### src/rtl/tmr_pkg.sv
// Shared types and constants for the TMR channel monitor.
package tmr_pkg;

    // Width of the per-channel miss and recovery counters
    localparam int CNT_W = 4;

    // Per-channel health state
    typedef enum logic [1:0] {
        ACTIVE  = 2'd0,
        SUSPECT = 2'd1,
        FAILED  = 2'd2
    } ch_state_t;

    // failed_ch encodings
    localparam logic [1:0] FCH_NONE = 2'd0;
    localparam logic [1:0] FCH_1    = 2'd1;
    localparam logic [1:0] FCH_2    = 2'd2;
    localparam logic [1:0] FCH_3    = 2'd3;

endpackage

### src/rtl/tmr_channel_fsm.sv
// Per-channel health FSM: ACTIVE / SUSPECT / FAILED with a miss counter.
// Optional recovery of a FAILED channel under TMR_RECOVERY_EN.
module tmr_channel_fsm
    import tmr_pkg::*;
#(
    parameter int MISS_LIMIT = 4
`ifdef TMR_RECOVERY_EN
   ,parameter int REC_LIMIT  = 8
`endif
) (
    input  logic clk,
    input  logic rst_n,
    input  logic miss_evt,    // strobed sample where this channel is the minority
    input  logic agree_evt,   // strobed sample where this channel agrees
`ifdef TMR_RECOVERY_EN
    input  logic rec_hit,     // strobed sample matching the agreeing active pair
    input  logic rec_clr,     // strobed sample that breaks the agreement run
`endif
    output logic en
);

    localparam logic [CNT_W-1:0] MISS_LIM_C = CNT_W'(MISS_LIMIT);

    ch_state_t        state, state_n;
    logic [CNT_W-1:0] miss, miss_n;
    logic [CNT_W-1:0] miss_inc;

    assign miss_inc = miss + CNT_W'(1);

`ifdef TMR_RECOVERY_EN
    localparam logic [CNT_W-1:0] REC_LIM_C = CNT_W'(REC_LIMIT);
    logic [CNT_W-1:0] rec, rec_n;
    logic [CNT_W-1:0] rec_inc;

    assign rec_inc = rec + CNT_W'(1);
`endif

    // State and counter registers
    always_ff @(posedge clk or negedge rst_n) begin
        if (!rst_n) begin
            state <= ACTIVE;
            miss  <= '0;
`ifdef TMR_RECOVERY_EN
            rec   <= '0;
`endif
        end else begin
            state <= state_n;
            miss  <= miss_n;
`ifdef TMR_RECOVERY_EN
            rec   <= rec_n;
`endif
        end
    end

    // Next-state and counter update
    always_comb begin
        state_n = state;
        miss_n  = miss;
`ifdef TMR_RECOVERY_EN
        rec_n   = rec;
`endif
        case (state)
            ACTIVE: begin
                if (miss_evt) begin
                    miss_n  = CNT_W'(1);
                    state_n = (MISS_LIMIT == 1) ? FAILED : SUSPECT;
                end
            end
            SUSPECT: begin
                if (miss_evt) begin
                    miss_n = miss_inc;
                    if (miss_inc >= MISS_LIM_C) state_n = FAILED;
                end else if (agree_evt) begin
                    miss_n  = '0;
                    state_n = ACTIVE;
                end
            end
            FAILED: begin
`ifdef TMR_RECOVERY_EN
                if (rec_hit) begin
                    if (rec_inc >= REC_LIM_C) begin
                        state_n = ACTIVE;
                        miss_n  = '0;
                        rec_n   = '0;
                    end else begin
                        rec_n = rec_inc;
                    end
                end else if (rec_clr) begin
                    rec_n = '0;
                end
`endif
            end
            default: state_n = ACTIVE;
        endcase
    end

    // Channel enable: everything except FAILED feeds the voters
    always_comb begin
        en = (state != FAILED);
    end

endmodule

### src/rtl/tmr_channel_monitor.sv
// TMR channel monitor: majority/permission/status logic around three
// per-channel health FSMs. Build option: TMR_RECOVERY_EN enables
// automatic restoration of a FAILED channel after REC_LIMIT agreements.
module tmr_channel_monitor
    import tmr_pkg::*;
#(
    parameter int MISS_LIMIT = 4,
    parameter int REC_LIMIT  = 8
) (
    input  logic       clk,
    input  logic       rst_n,
    input  logic       strobe,
    input  logic       a1,
    input  logic       a2,
    input  logic       a3,
    input  logic       clr,
    output logic       en1,
    output logic       en2,
    output logic       en3,
    output logic       miscompare,
    output logic       unresolved,
    output logic [1:0] failed_ch
);

    if (MISS_LIMIT < 1 || MISS_LIMIT > 15) begin : g_bad_miss_limit
        $error("MISS_LIMIT must be 1..15");
    end
    if (REC_LIMIT < 1 || REC_LIMIT > 15) begin : g_bad_rec_limit
        $error("REC_LIMIT must be 1..15");
    end

    logic [2:0] a, act, ones;
    logic [2:0] miss_evt, agree_evt;
    logic       all_act, all_eq, ref_val, maj, unr_set;

    assign a       = {a3, a2, a1};
    assign all_act = &act;
    assign maj     = (a[0] & a[1]) | (a[0] & a[2]) | (a[1] & a[2]);
    // Values of the non-FAILED channels only; they agree if all 0 or all 1
    assign ones    = a & act;
    assign all_eq  = (ones == 3'b000) || (ones == act);
    assign ref_val = |ones;
    // Two remaining channels disagree: no way to tell which one is wrong
    assign unr_set = strobe & ~all_act & ~all_eq;

    for (genvar i = 0; i < 3; i++) begin : g_ch
        // Only a full triplet can name a minority, so failing needs 3 active
        assign miss_evt[i]  = strobe & all_act & (a[i] != maj);
        assign agree_evt[i] = strobe & act[i] & (all_act ? (a[i] == maj) : all_eq);

`ifdef TMR_RECOVERY_EN
        logic rec_hit, rec_clr;
        assign rec_hit = strobe & ~act[i] & all_eq & (a[i] == ref_val);
        assign rec_clr = strobe & ~rec_hit;
`endif

        tmr_channel_fsm #(
            .MISS_LIMIT (MISS_LIMIT)
`ifdef TMR_RECOVERY_EN
           ,.REC_LIMIT  (REC_LIMIT)
`endif
        ) u_fsm (
            .clk       (clk),
            .rst_n     (rst_n),
            .miss_evt  (miss_evt[i]),
            .agree_evt (agree_evt[i]),
`ifdef TMR_RECOVERY_EN
            .rec_hit   (rec_hit),
            .rec_clr   (rec_clr),
`endif
            .en        (act[i])
        );
    end

    assign en1 = act[0];
    assign en2 = act[1];
    assign en3 = act[2];

    // Miscompare pulse and sticky unresolved flag (set beats clear)
    always_ff @(posedge clk or negedge rst_n) begin
        if (!rst_n) begin
            miscompare <= 1'b0;
            unresolved <= 1'b0;
        end else begin
            miscompare <= strobe & ~all_eq;
            if (unr_set)  unresolved <= 1'b1;
            else if (clr) unresolved <= 1'b0;
        end
    end

    // Failed-channel index decoded from the channel enables
    always_comb begin
        failed_ch = FCH_NONE;
        if (!act[0])      failed_ch = FCH_1;
        else if (!act[1]) failed_ch = FCH_2;
        else if (!act[2]) failed_ch = FCH_3;
    end

    logic unused_ref;
`ifdef TMR_RECOVERY_EN
    assign unused_ref = 1'b0;
`else
    assign unused_ref = ref_val;
`endif

endmodule

### config.mk
export PLATFORM = sky130hd
export DESIGN_NAME = tmr_channel_monitor
export DESIGN_NICKNAME = d
export VERILOG_FILES = /design/src/rtl/tmr_pkg.sv /design/src/rtl/tmr_channel_fsm.sv /design/src/rtl/tmr_channel_monitor.sv
export SDC_FILE = /design/constraint.sdc
export NUM_CORES = 1
export LEC_CHECK = 0
export BUFFER_PORTS_ARGS = -buffer_cell sky130_fd_sc_hd__clkbuf_2
export CORE_AREA = 2 2 53 55
export CTS_CLUSTER_SIZE = 8
export DETAILED_ROUTE_END_ITERATION = 16
export DIE_AREA = 0 0 55 57
export PLACE_DENSITY = 0.75
export RECOVER_POWER = 100
export REMOVE_ABC_BUFFERS = 1
export SKIP_CTS_REPAIR_TIMING = 1
export SYNTH_ARGS = -nofsm -noshare
export SYNTH_HDL_FRONTEND = slang
export SYNTH_SLANG_ARGS = --single-unit
### constraint.sdc
create_clock -name clk -period 2 [get_ports clk]
set_input_delay 0.1 -clock clk [delete_from_list [all_inputs] [get_ports clk]]
set_output_delay 0.1 -clock clk [all_outputs]
set_load 0.01 [all_outputs]
==> results.cfg <==
[clock_tree]
cts_root_buffer = clkbuf_4
insertion_delay_ns = 0.31
cts.clk_slew.worst_paths_ns = 0.12
clock_path_buffers = 2
clock-sinks = 20
cts_buffers = 3
htreeDepth = 1
cts_tree = built

[synthesis]
ys_top_cells_by_area = dfrtp_1, xor2_1, o21ai_0
synth_edf_count = 0
ys_types = 53
yosysWarnings = 0
ys_async_sr_fraction_pct = 100
ys.flop_type = dfrtp_1
synthCells = 156
syn_area_per_cell_um2 = 9.01
synth.most_common_cell = dfrtp_1
ys_seq_elements = 20
synthTopCellsByCount = dfrtp_1, nand2_1, inv_1, nor2_1, o21ai_0
syn_area_um2 = 1410
yosysTopAreaCellShare_pct = 35.6
seq_area_frac_synth_pct = 35.6
synth.largest_area_cell = dfrtp_1

[floorplan]
core_region_area_um2 = 2620
io_pins = 14
die_y_um = 57
start_util_pct = 53.7
die_x_um = 55
die-area_um2 = 3140
fp-row-count = 19

[power]
power_mw = 0.798
switching_share_pct = 21.5
combinationalPowerShare_pct = 7.1
seq_power_share_pct = 50.9
p_switching_mw = 0.171
pwr_density_cell_nw_per_um2 = 529
max-vdd-ir-drop_mv = 0.368
p_int_mw = 0.627
p_leak_nw = 0.663
pwr-share-clk_pct = 42.0

[sta]
fin_crit_sh_pct = 87.8
tightest_slew_ns = 1.08
fin_hold_ws_ns = 0.138
fin_ws_ns = 0.245
setup-tns-final_ns = 0
fin_skew_ns = 0.00349
setup_viol = 0
fin_crit_ns = 1.76
final-max-slew-violation-count = 0
rsz0062_at_grt = false
fmax_mhz = 570
slew-limit-headroom_pct = 28.1
hold_viol = 0

[drt]
drtIter0Drc = 46
wl_um = 2900
route.detailed.drc = 0
wl_per_cell_um = 14.4
ant_nets = 0
via_per_inst = 5.96
drt-pass1-iter-count = 4
vias = 1197

[worst_setup_path]
start_kind = flip-flop
critPathMaxFanout = 12
endpoint = g_ch[0].u_fsm.miss[3]$_DFFE_PN0P_
ff2ff_path_depth = 5
endpoint_kind = flip-flop
cp.arrival_ns = 1.95
critPathRequiredTime_ns = 2.20
rr_startpoint = g_ch[2].u_fsm.state[0]$_DFFE_PN0P_
reg2reg_setup_slack_ns = 0.24
crit_start = g_ch[2].u_fsm.state[0]$_DFFE_PN0P_
critPathKind = reg -> reg
timing.rr.end = g_ch[0].u_fsm.miss[3]$_DFFE_PN0P_

[placement]
dp_hpwl_um = 2200
place.gp.congestion = 0.897
placed_cells = 195
port_buffers = 13
post-place-ws_ns = 0.255
dpl_cell_area_um2 = 1470

[cells_and_area]
fin_area_um2 = 1510
instances_no_fill = 201
drive_gt1_share_pct = 14.7
fin_util_pct = 57.7
num_antenna_cells = 0
area.growth.synth_to_final_pct = 7.30
fin_nets = 181
nFillCells = 261

[outcome]
status = complete, no violations

[hold_path]
min-delay-start = strobe
min_path_type = in -> reg

[global_routing]
grt-ovfl-total = 0
antenna_found_initial = 0
grt_start_max_net_pins = 21
grt_pass1_vias = 1098
grt_pass1_wl_um = 4940
grt_use_total_pct = 21.7

[flow_run]
maxCapViolCount = 0
cell usage in the layout, fill, tap and decap left out, types with 4 or more instances in the layout:
cell type / n
nor3_1: 9
xor2_1: 6
inv_1: 10
a21oi_1: 5
o21ai_0: 10
nand3_1: 9
nor2_1: 10
nand3b_1: 4
a21o_1: 4
nand2_1: 12
clkbuf_1: 5
dfrtp_1: 20
clkbuf_2: 8
state kept, by name, summed over array words and instances (netlist names):
register and cells:
unresolved 1, g_ch.u_fsm.state 6, g_ch.u_fsm.miss 12, miscompare 1
critical path, cell delays in order (launching register included):
cell and delay (ns):
dfrtp_1 0.45, nor2b_4 0.28, nor2_1 0.10, and4_1 0.26, and3_1 0.19, or3_1 0.36
power by group through the flow:
stage	clock network [mW]	registers [mW]	logic, mW
final	0.335	0.406	0.0570
after global routing	0.360	0.406	0.0648
after CTS	0.339	0.406	0.0579
after detailed placement	0	0.414	0.0576
after global placement	0	0.414	0.0568
after floorplan	0	0.414	0.0289
area by class of cell:
type	count	area (µm²)	area share, %
Multi-Input combinational cell	117	777	51.5
Sequential cell	20	500	33.2
Timing Repair Buffer	15	78.8	5.23
Inverter	14	60.1	3.98
Tap cell	31	38.8	2.57
Clock inverter	1	30.0	1.99
Clock buffer	3	22.5	1.49
worst min-delay path by stage:
stage | endpoint | cells after the start
2_1_floorplan | g_ch[0].u_fsm.miss[0]$_DFFE_PN0P_ | 0
3_3_place_gp | g_ch[2].u_fsm.miss[2]$_DFFE_PN0P_ | 1
3_5_place_dp | g_ch[2].u_fsm.miss[2]$_DFFE_PN0P_ | 1
4_1_cts | g_ch[2].u_fsm.miss[1]$_DFFE_PN0P_ | 1
5_1_grt | miscompare$_DFF_PN0_ | 3
6_report | miscompare$_DFF_PN0_ | 3
cells by family after synthesis:
family | Yosys count | synth area share (%)
AOI/OAI and AO/OA | 42 | 22.2
xor gates and xnor gates | 9 | 5.61
adders and majority gates | 3 | 2.67
buffers and inverters | 19 | 7.30
DFF | 20 | 35.6
muxes | 1 | 0.712
and+or+nand+nor | 62 | 25.9
per-layer routing:
layer  up-vias  wire, µm  GRT usage [%]
met4         0        48           8.71
met2        28      1410           33.3
met1       571      1310           30.3
met5         -         0              0
met3         5       126           3.40
li1        593         -              -
Power figures use the tool's default switching activity.
